File: config.mk
export PLATFORM = sky130hd
export DESIGN_NAME = imem_program_loader
export DESIGN_NICKNAME = d
export VERILOG_FILES = /design/src/rtl/imem_program_loader.sv
export SDC_FILE = /design/constraint.sdc
export NUM_CORES = 1
export LEC_CHECK = 0
export ABC_AREA = 1
export BUFFER_PORTS_ARGS = -buffer_cell sky130_fd_sc_hd__buf_2
export CAP_MARGIN = 20
export CORE_UTILIZATION = 45
export CTS_CLUSTER_DIAMETER = 150
export DETAILED_ROUTE_END_ITERATION = 7
export PLACE_DENSITY_LB_ADDON = 0.25
export SYNTH_ARGS = -nofsm -noshare
export SYNTH_HDL_FRONTEND = slang
export SYNTH_SLANG_ARGS = --single-unit
File: constraint.sdc
create_clock -name clk_i -period 3.2 [get_ports clk_i]
set_input_delay 0.16 -clock clk_i [delete_from_list [all_inputs] [get_ports clk_i]]
set_output_delay 0.16 -clock clk_i [all_outputs]
set_load 0.01 [all_outputs]
File: src/rtl/imem_program_loader.sv
// ============================================================================
// Module   : imem_program_loader
// Purpose  : packs a big-endian byte stream into instruction words, zero-fills
//            the rest of instruction memory, then releases the CPU via start_o.
// Revision : 1.0 - initial release
// ============================================================================
`default_nettype none

module imem_program_loader #(
  parameter int ADDR_W = 8,
  parameter int DEPTH  = 256
) (
  input  logic              clk_i,
  input  logic              rst_i,
  input  logic              byte_valid_i,
  input  logic [7:0]        byte_data_i,
  input  logic              byte_last_i,
  output logic              byte_ready_o,
  output logic              imem_we_o,
  output logic [ADDR_W-1:0] imem_addr_o,
  output logic [31:0]       imem_data_o,
  output logic              start_o,
  output logic [ADDR_W:0]   words_o,
  output logic              overflow_o
);

  typedef enum logic [1:0] {
    ST_LOAD = 2'd0,
    ST_FILL = 2'd1,
    ST_DONE = 2'd2
  } state_t;

  // Pointer is one bit wider than the address so DEPTH == 2**ADDR_W is reachable.
  localparam logic [ADDR_W:0] c_last_ptr = (ADDR_W+1)'(DEPTH - 1);
  localparam logic [ADDR_W:0] c_one      = (ADDR_W+1)'(1);

  state_t            r_state;
  state_t            w_state_nxt;
  logic [1:0]        r_cnt;
  logic [1:0]        w_cnt_nxt;
  logic [31:0]       r_word;
  logic [31:0]       w_word_nxt;
  logic [ADDR_W:0]   r_ptr;
  logic [ADDR_W:0]   w_ptr_nxt;
  logic [ADDR_W:0]   r_words;
  logic [ADDR_W:0]   w_words_nxt;
  logic              r_we;
  logic              w_we_nxt;
  logic [ADDR_W-1:0] r_addr;
  logic [ADDR_W-1:0] w_addr_nxt;
  logic [31:0]       r_data;
  logic [31:0]       w_data_nxt;
  logic              r_start;
  logic              w_start_nxt;
  logic              r_ovf;
  logic              w_ovf_nxt;

  logic              w_ready;
  logic              w_acc;
  logic              w_wr;
  logic [31:0]       w_lane;
  logic [31:0]       w_packed;

  assign w_ready  = (r_state == ST_LOAD);
  assign w_acc    = byte_valid_i && w_ready;
  // Byte 0 lands in [31:24]; each later byte moves one lane down.
  assign w_lane   = {byte_data_i, 24'h000000} >> {r_cnt, 3'b000};
  assign w_packed = r_word | w_lane;
  assign w_wr     = w_acc && ((r_cnt == 2'd3) || byte_last_i);

  always_ff @(posedge clk_i or posedge rst_i) begin
    if (rst_i) begin
      r_state <= ST_LOAD;
    end else begin
      r_state <= w_state_nxt;
    end
  end

  always_comb begin
    w_state_nxt = r_state;
    w_cnt_nxt   = r_cnt;
    w_word_nxt  = r_word;
    w_ptr_nxt   = r_ptr;
    w_words_nxt = r_words;
    w_we_nxt    = 1'b0;
    w_addr_nxt  = r_addr;
    w_data_nxt  = r_data;
    w_ovf_nxt   = r_ovf;
    // DONE is entered on the final write edge, so start trails that write by one cycle.
    w_start_nxt = r_start || (r_state == ST_DONE);

    case (r_state)
      ST_LOAD: begin
        if (w_acc) begin
          if (w_wr) begin
            w_we_nxt    = 1'b1;
            w_addr_nxt  = r_ptr[ADDR_W-1:0];
            w_data_nxt  = w_packed;
            w_ptr_nxt   = r_ptr + c_one;
            w_words_nxt = r_words + c_one;
            w_cnt_nxt   = 2'd0;
            w_word_nxt  = 32'h0000_0000;
            if (r_ptr == c_last_ptr) begin
              w_state_nxt = ST_DONE;
              w_ovf_nxt   = !byte_last_i;
            end else if (byte_last_i) begin
              w_state_nxt = ST_FILL;
            end
          end else begin
            w_cnt_nxt  = r_cnt + 2'd1;
            w_word_nxt = w_packed;
          end
        end
      end

      ST_FILL: begin
        w_we_nxt   = 1'b1;
        w_addr_nxt = r_ptr[ADDR_W-1:0];
        w_data_nxt = 32'h0000_0000;
        w_ptr_nxt  = r_ptr + c_one;
        if (r_ptr == c_last_ptr) begin
          w_state_nxt = ST_DONE;
        end
      end

      ST_DONE: begin
        w_state_nxt = ST_DONE;
      end

      default: begin
        w_state_nxt = ST_DONE;
      end
    endcase
  end

  always_ff @(posedge clk_i or posedge rst_i) begin
    if (rst_i) begin
      r_cnt   <= 2'd0;
      r_word  <= 32'h0000_0000;
      r_ptr   <= '0;
      r_words <= '0;
      r_we    <= 1'b0;
      r_addr  <= '0;
      r_data  <= 32'h0000_0000;
      r_start <= 1'b0;
      r_ovf   <= 1'b0;
    end else begin
      r_cnt   <= w_cnt_nxt;
      r_word  <= w_word_nxt;
      r_ptr   <= w_ptr_nxt;
      r_words <= w_words_nxt;
      r_we    <= w_we_nxt;
      r_addr  <= w_addr_nxt;
      r_data  <= w_data_nxt;
      r_start <= w_start_nxt;
      r_ovf   <= w_ovf_nxt;
    end
  end

  assign byte_ready_o = w_ready;
  assign imem_we_o    = r_we;
  assign imem_addr_o  = r_addr;
  assign imem_data_o  = r_data;
  assign start_o      = r_start;
  assign words_o      = r_words;
  assign overflow_o   = r_ovf;

endmodule

`default_nettype wire

# Yosys cells after proc, flatten, opt, wreduce, memory -nomap -nowiden
# Index checks and enable logic that the tools add are counted.
[op_classes]
shift = 1
reduce_logical = 12
bitwise = 1
eq_ne = 8
addsub = 3
n_mux = 20
[ops]
columns = ["op", "count"]
rows = [
  ["32-bit 2-to-1 mux", 3],
  ["32-bit case mux with 2 select lines", 1],
  ["32-bit bitwise OR", 1],
  ["32-bit by 5-bit >> shifter with 32-bit output", 1],
  ["9-bit by 1-bit adder with 9-bit output (second input constant)", 2],
  ["9-bit 2-to-1 mux", 2],
  ["9-bit case mux with 2 select lines", 1],
  ["8-bit 2-to-1 mux", 2],
  ["8-bit case mux with 2 select lines", 1],
  ["2-bit 2-to-1 mux", 6],
  ["9-bit by 8-bit equality test with 1-bit output (second input constant)", 1],
  ["4-bit AND reduction", 2],
  ["3-bit AND reduction", 2],
  ["2-bit equality test (second input constant)", 2],
  ["2-bit by 1-bit inequality test with 1-bit output (second input constant)", 2],
  ["2-bit case mux with 2 select lines", 1],
  ["3-bit by 2-bit inequality test with 1-bit output (second input constant)", 1],
  ["2-bit by 1-bit adder with 2-bit output (second input constant)", 1],
  ["2-bit by 1-bit equality test with 1-bit output (second input constant)", 1],
  ["1-bit logical AND", 2],
  ["2-bit zero test", 1],
  ["1-bit logical OR", 2],
  ["1-bit 2-to-1 mux", 2],
  ["2-bit inequality test (second input constant)", 1],
  ["4 further kinds", 4],
]
[word_totals]
regBits = 97
wordCells = 55
inputBits = 12

# Longest topological paths before layout
# Gate-level depths: netlist of run 1.
[logic_depth]
depth_word = 6
depth_mapped = 10

# Worst setup path after synthesis of run 1
# Ideal clock, no wire load.
[synth_timing]
path_type = "reg2reg"
from = "reg r_cnt[1]"
to = "reg r_data[0] (netlist: imem_data_o[0])"
arrival_ps = 1355
setup_time_ps = 117
setup_slack_ps = 1728
period_less_slack_ps = 1472
stages_incl_launch_ff = 11
required_time_ps = 3083
n_path_buf = 2
path_cell_list = "dfrtp_1 ha_1 nor2_4 nor2_2 nand2_2 nand2_1 inv_2 buf_4 buf_6 nand2_1 nand2_1"
[synth_between]
elab_chain_cells = 5
elab_cells_between_ends = 10
classes_between = "2 x eq/ne; 1 x shift; 3 x mux; 1 x bitwise; 3 x reduce/logical"
[synth_rtl]
columns = ["item", "line_no", "source"]
rows = [
  ["start, declared", "39", "logic [1:0] r_cnt;"],
  ["start signal, assigned", "148", "r_cnt <= w_cnt_nxt;"],
  ["32-bit by 5-bit >> shifter with 32-bit output or 2-bit equality test (tied branches)", "67, 69", ""],
  ["32-bit bitwise OR or 1-bit logical OR (tied branches)", "68, 69", ""],
  ["32-bit 2-to-1 mux or 1-bit logical AND (tied branches)", "95, 69", ""],
  ["32-bit 2-to-1 mux or 2-bit by 1-bit inequality test with 1-bit output (tied branches)", "n/a", ""],
  ["32-bit case mux with 2 select lines or 3-bit AND reduction (tied branches)", "n/a", ""],
  ["end signal, assigned", "154", "r_data <= w_data_nxt;"],
  ["end, declared", "51", "logic [31:0] r_data;"],
]
# Several ways; a longest one is shown, not always the timed one. The select of a mux whose other input is x is not followed.
# A chain may end at the register's enable or synchronous reset.

# Worst setup path after layout of run 1
[layout_timing]
from = "reg r_cnt[1]"
to = "reg r_data[16] (netlist: imem_data_o[16])"
# Same word-level chain as after synthesis.

==> results.tsv, run 1 <==
metric	value	unit
status	completed	
design_area	5000	um2
p_leak	3.00	nW
timing.final.crit_period	2320	ps
report.final.slew_viol_count	0	
reg2reg_slack	880	ps
dieArea	10100	um2
pwr_density_cell	434	nW/um2
grt_pass1_vias	3376	
relSlewSlack	0.485	
clk_pin_slew	90	ps
nFillCells	900	
r2r_cells	9	
place_inst	710	
start_kind	register	
path_buf_inv	2	
routabilityCongestion	0.813	
viasPerCell	4.92	
drtAntennaViolNets	0	
hold_viol_final	0	
ir_drop	190	uV
r2r-end	imem_data_o[16]$_DFFE_PP0P_	
syn_avg_cell_area	8.16	um2
gr-total-overflow	0	
max_freq	0.431	GHz
portBuffers	64	
fp-row-count	35	
critPathMaxStageDelay	590	ps
ios	65	
tns	0	ps
synth_area	4360	um2
cts_buffers	9	
diodes	0	
finalPower	2.17	mW
cts.path.max_buffers	2	
crit_required	3510	ps
wirelength	9450	um
dr.pass1.iters	4	
finalCritPeriodShare	0.724	
whs	61.5	ps
finalNonFillerCells	727	
first_iter_violations	183	
cp_top_family	buffers and inverters	
syn_to_final_growth	14.8	%
htreeDepth	3	
hold-path-endpoint	overflow_o$_DFFE_PP0P_	
yosysSeqAreaShare	0.557	
fin_nets	609	
antenna_found_initial	0	
dr_total_vias	3578	
final_layout_size_suffix_gt1_frac	0.159	
worstReg2RegStart	r_cnt[1]$_DFFE_PP0P_	
hold_path.class	primary input to register	
dp_hpwl	6410	um
synth_cell_types	25	
clk_latency	360	ps
end_kind	register	
max_cap_violations	0	
synth-seq-cells	97	
synth_top_area_cell	dfrtp_1	
slowest_stage	dfrtp_1	
tritoncts	yes	
cp_cell_sequence	ha_1 -> nor2_4 -> nor2_2 -> nand2_2 -> nand2_1 -> buf_4 -> inv_2 -> nand2_1 -> nand2_1	
yosys_warnings	0	
cts_setup_buffers	0	
worst_pin_slew	772	ps
rsz0062_at_grt	false	
crit_fanout	47	
fin_skew	8.44	ps
dieHeight	100	um
grt_max_degree	53	
min_path_cells	2	
post-place-ws	894	ps
synthTopCellsByArea	dfrtp_1 (56%), nand2_1 (18%), nand3_1 (4.9%), inv_1 (4.3%), a21oi_1 (3.7%)	
synth_nets	550	
hold_start	byte_last_i	
worstPathArrival	2630	ps
setup_slack	882	ps
drcViolationCount	0	
die_w	100	um
track_usage	0.204	
clock_sinks	97	
syn_inst	534	
cpMostUsedCell	nand2_1	
grt_pass1_wl	16000	um
wl_per_cell	13.0	um
critPathKind	register to register	
start_util	0.467	
fin_util	0.536	
synth_top_area_frac	0.557	
core	9330	um2
dpl_cell_area	4760	um2
setup_viol	0	
cts_root_buf	clkbuf_8	
## state kept, by name, summed over array words and instances (netlist names)
signal       count
r_state          2
r_cnt            2
imem_addr_o      8
words_o          9
overflow_o       1
r_ptr            9
start_o          1
imem_we_o        1
r_word          32
imem_data_o     32
## cell usage after synthesis
cell type	n
nand2_1	213
dfrtp_1	97
inv_1	50
nand3_1	43
a21oi_1	32
o21ai_0	32
nor2_1	13
buf_2	11
o21ai_1	8
clkbuf_1	5
ha_1	4
buf_1	3
buf_6	3
nor2_4	3
xor2_1	3
buf_4	2
inv_2	2
nand2_2	2
o21bai_1	2
a21boi_0	1
clkinv_1	1
nand4_1	1
nor2_2	1
nor3_1	1
xnor2_1	1
## cell usage in the layout (no fill, tap or decap)
cell           synthesis  final
a21boi_0               1      1
a21oi_1               32     32
buf_2                 11     64
buf_4                  2      7
bufinv_16              0      2
clkbuf_1               5      1
clkbuf_8               0     11
clkinv_1               1      1
clkinvlp_4             0      2
dfrtp_1               97     97
dlygate4sd3_1          0      1
ha_1                   4      4
inv_1                 50     49
inv_2                  2      2
inv_4                  0      1
nand2_1              213    213
nand2_2                2      2
nand3_1               43     43
nand4_1                1      1
nor2_1                13     13
nor2_2                 1      1
nor2_4                 3      3
nor3_1                 1      1
o21ai_0               32     32
o21ai_1                8      8
o21bai_1               2      2
xnor2_1                1      1
xor2_1                 3      3
## layer usage
layer  vias to the layer above  routed length, um  global-route usage
met5                         -                  0                   0
li1                       1792                  -                   -
met4                         0                164              0.0836
met1                      1705               4480               0.278
met2                        68               4490               0.331
met3                        13                324              0.0272
## layout make-up
cell class / instances / area [um2] / area share
Clock inverter: 4 / 75.1 / 0.0150
Inverter: 53 / 201 / 0.0403
Multi-Input combinational cell: 360 / 1600 / 0.319
Timing Repair Buffer: 72 / 383 / 0.0766
Sequential cell: 97 / 2430 / 0.486
Tap cell: 129 / 161 / 0.0323
Clock buffer: 12 / 155 / 0.0310
## worst reg2reg max path: cells and delay by family, from the launching register on
kind	cells	cell delay, ps
buf+inv	2	790
simple gates	6	570
flops	1	590
fa+ha+maj	1	320
## cell families (layout without fill, tap and decap cells)
kind of cell / count (synthesis) / after routing / share of synthesized area
DFF: 97 / 97 / 0.557
and+or+nand+nor: 277 / 277 / 0.259
adders and majority gates: 4 / 4 / 0.0115
xor gates and xnor gates: 4 / 4 / 0.00805
buffers and inverters: 77 / 141 / 0.0764
AOI/OAI and AO/OA: 75 / 75 / 0.0879
## worst max-delay path by stage
stage,from,to,slack (ps),cells past startpoint
finish,r_cnt[1]$_DFFE_PP0P_,imem_data_o[16]$_DFFE_PP0P_,880,9
global route,r_cnt[1]$_DFFE_PP0P_,imem_data_o[22]$_DFFE_PP0P_,630,9
CTS,r_cnt[1]$_DFFE_PP0P_,imem_data_o[16]$_DFFE_PP0P_,870,9
detailed placement,r_cnt[1]$_DFFE_PP0P_,imem_data_o[16]$_DFFE_PP0P_,890,9
global placement,r_cnt[1]$_DFFE_PP0P_,r_ptr[7]$_DFFE_PP0P_,960,9
floorplan,rst_i,imem_addr_o[0]$_DFFE_PP0P_,510,1
## power breakdown
part	internal, mW	switching, mW
Sequential	1.22	0
Clock	0.483	0.419
Combinational	0.00928	0.0336
## repair_timing
item,4_1_cts,5_1_grt
setup endpoints to repair,0,0
gates resized for setup,0,0
hold buffers,1,0
endpoints found under the hold margin,50,0
Note: power is estimated with default switching activity, not from simulation.
==> inputs of run 2 (changes only) <==
clock period = 2.3 ns   (was 3.2 ns; I/O delays follow)
==> run 2 against run 1 <==
  * Design area up 0.73%
  * Via count up 0.56%
  * Clock-buffer cell count down 2
  * Power up 38%
  * Combinational power up 46%
  * Clock skew down 0.50 ps
  * Sequential cell count unchanged
  * Global-route usage up 0.24 points
  * Final cell count up 0.41%
  * Critical path type unchanged
  * Critical endpoint is now r_ptr[7]$_DFFE_PP0P_
  * Largest cell class unchanged
==> results.tsv, run 2 (same netlist as run 1, synthesis figures left out) <==
metric	value	unit
final_common_cell	nand2_1	
pwr_density_cell	593	nW/um2
hold-path-endpoint	overflow_o$_DFFE_PP0P_	
hold_start	byte_last_i	
core	9330	um2
ir_drop	307	uV
finalPower	2.99	mW
min_path_cells	2	
portBuffers	64	
rsz0062_at_grt	false	
p_seq_frac	0.571	
routabilityCongestion	0.806	
htreeDepth	3	
clk_latency	360	ps
antenna_found_initial	0	
netSwitchingFraction	0.217	
cp-startpoint	r_cnt[0]$_DFFE_PP0P_	
power_frac_comb	0.021	
finalNonFillerCells	730	
drtAntennaViolNets	0	
fin_skew	7.94	ps
worst_pin_slew	521	ps
critPathKind	register to register	
report.final.slew_viol_count	0	
hold_path.class	primary input to register	
start_kind	register	
ios	65	
max_freq	0.552	GHz
mostFrequentLayoutCells	nand2_1 (213), dfrtp_1 (97), buf_2 (64)	
place_inst	713	
setup_viol	0	
dr_total_vias	3598	
dpl_cell_area	4810	um2
tns	0	ps
grt_pass1_vias	3426	
dr.pass1.iters	4	
dieHeight	100	um
grt_pass1_wl	16400	um
gr-total-overflow	0	
whs	38.8	ps
die_w	100	um
relSlewSlack	0.652	
p_int	2.34	mW
max_cap_violations	0	
cts.path.max_buffers	2	
setup_slack	490	ps
diodes	0	
finalCritPeriodShare	0.787	
hold_viol_final	0	
r2r-end	r_ptr[7]$_DFFE_PP0P_	
status	completed	
fin_util	0.540	
p_switching	0.647	mW
timing.final.crit_period	1810	ps
p_clk_frac	0.408	
wl_per_cell	13.0	um
final_layout_size_suffix_gt1_frac	0.163	
grt_max_degree	50	
drcViolationCount	0	
tritoncts	yes	
viasPerCell	4.93	
r2r_cells	9	
fp-row-count	35	
track_usage	0.207	
cts_root_buf	clkbuf_8	
design_area	5030	um2
worstReg2RegStart	r_cnt[0]$_DFFE_PP0P_	
start_util	0.467	
post-place-ws	484	ps
worstPathArrival	2110	ps
syn_to_final_growth	15.6	%
reg2reg_slack	490	ps
dp_hpwl	6480	um
end_kind	register	
dieArea	10100	um2
clk_pin_slew	90	ps
p_leak	3.02	nW
crit_fanout	34	
fin_nets	612	
crit_required	2600	ps
cts_buffers	9	
wirelength	9530	um
first_iter_violations	194	
clock_sinks	97	
==> run 2: timing repair <==
item,in CTS,in global routing
hold buffers,1,0
setup endpoints to repair,0,0
endpoints found under the hold margin,20,0
gates resized for setup,0,0
buffers inserted,0,0
==> run 2: cell type report <==
cell class / count / area [um2]
Tap cell: 129 / 161
Clock inverter: 6 / 90.1
Clock buffer: 10 / 128
Fill cell: 898 / 4290
Timing Repair Buffer: 75 / 430
Inverter: 53 / 203
Sequential cell: 97 / 2430
Multi-Input combinational cell: 360 / 1600
==> run 2: worst max path at each step <==
stage | endpoint | slack [ps] | depth (start not counted)
after floorplan | imem_data_o[0]$_DFFE_PP0P_ | 830 | 10
after global placement | imem_addr_o[7]$_DFFE_PP0P_ | 590 | 9
after detailed placement | imem_data_o[4]$_DFFE_PP0P_ | 480 | 9
after CTS | imem_data_o[4]$_DFFE_PP0P_ | 470 | 9
after global routing | imem_data_o[26]$_DFFE_PP0P_ | 300 | 9
final | r_ptr[7]$_DFFE_PP0P_ | 490 | 9
==> run 2: worst max-delay path, cell delays in order (launching register included) <==
cell and delay (ps):
dfrtp_1 510, ha_1 290, nor2_4 150, nor2_2 70
nand2_2 60, nand2_1 70, inv_2 220, buf_12 230
nand2_1 70, nand2_1 70
==> run 2: routing by layer <==
layer  vias up  share of wire  GRT usage
li1       1798              -          -
met3        13          0.037     0.0432
met1      1710           0.48      0.283
met2        77           0.47      0.335
met5         -              0          0
met4         0          0.015     0.0569
==> run 2: power groups by stage <==
stage          Sequential [mW]  Combinational [mW]  Clock [mW]
6_report                  1.70              0.0628        1.22
4_1_cts                   1.70              0.0653        1.25
5_1_grt                   1.70              0.0731        1.32
3_5_place_dp              1.74              0.0639           0
2_1_floorplan             1.74              0.0310           0
3_3_place_gp              1.74              0.0642           0
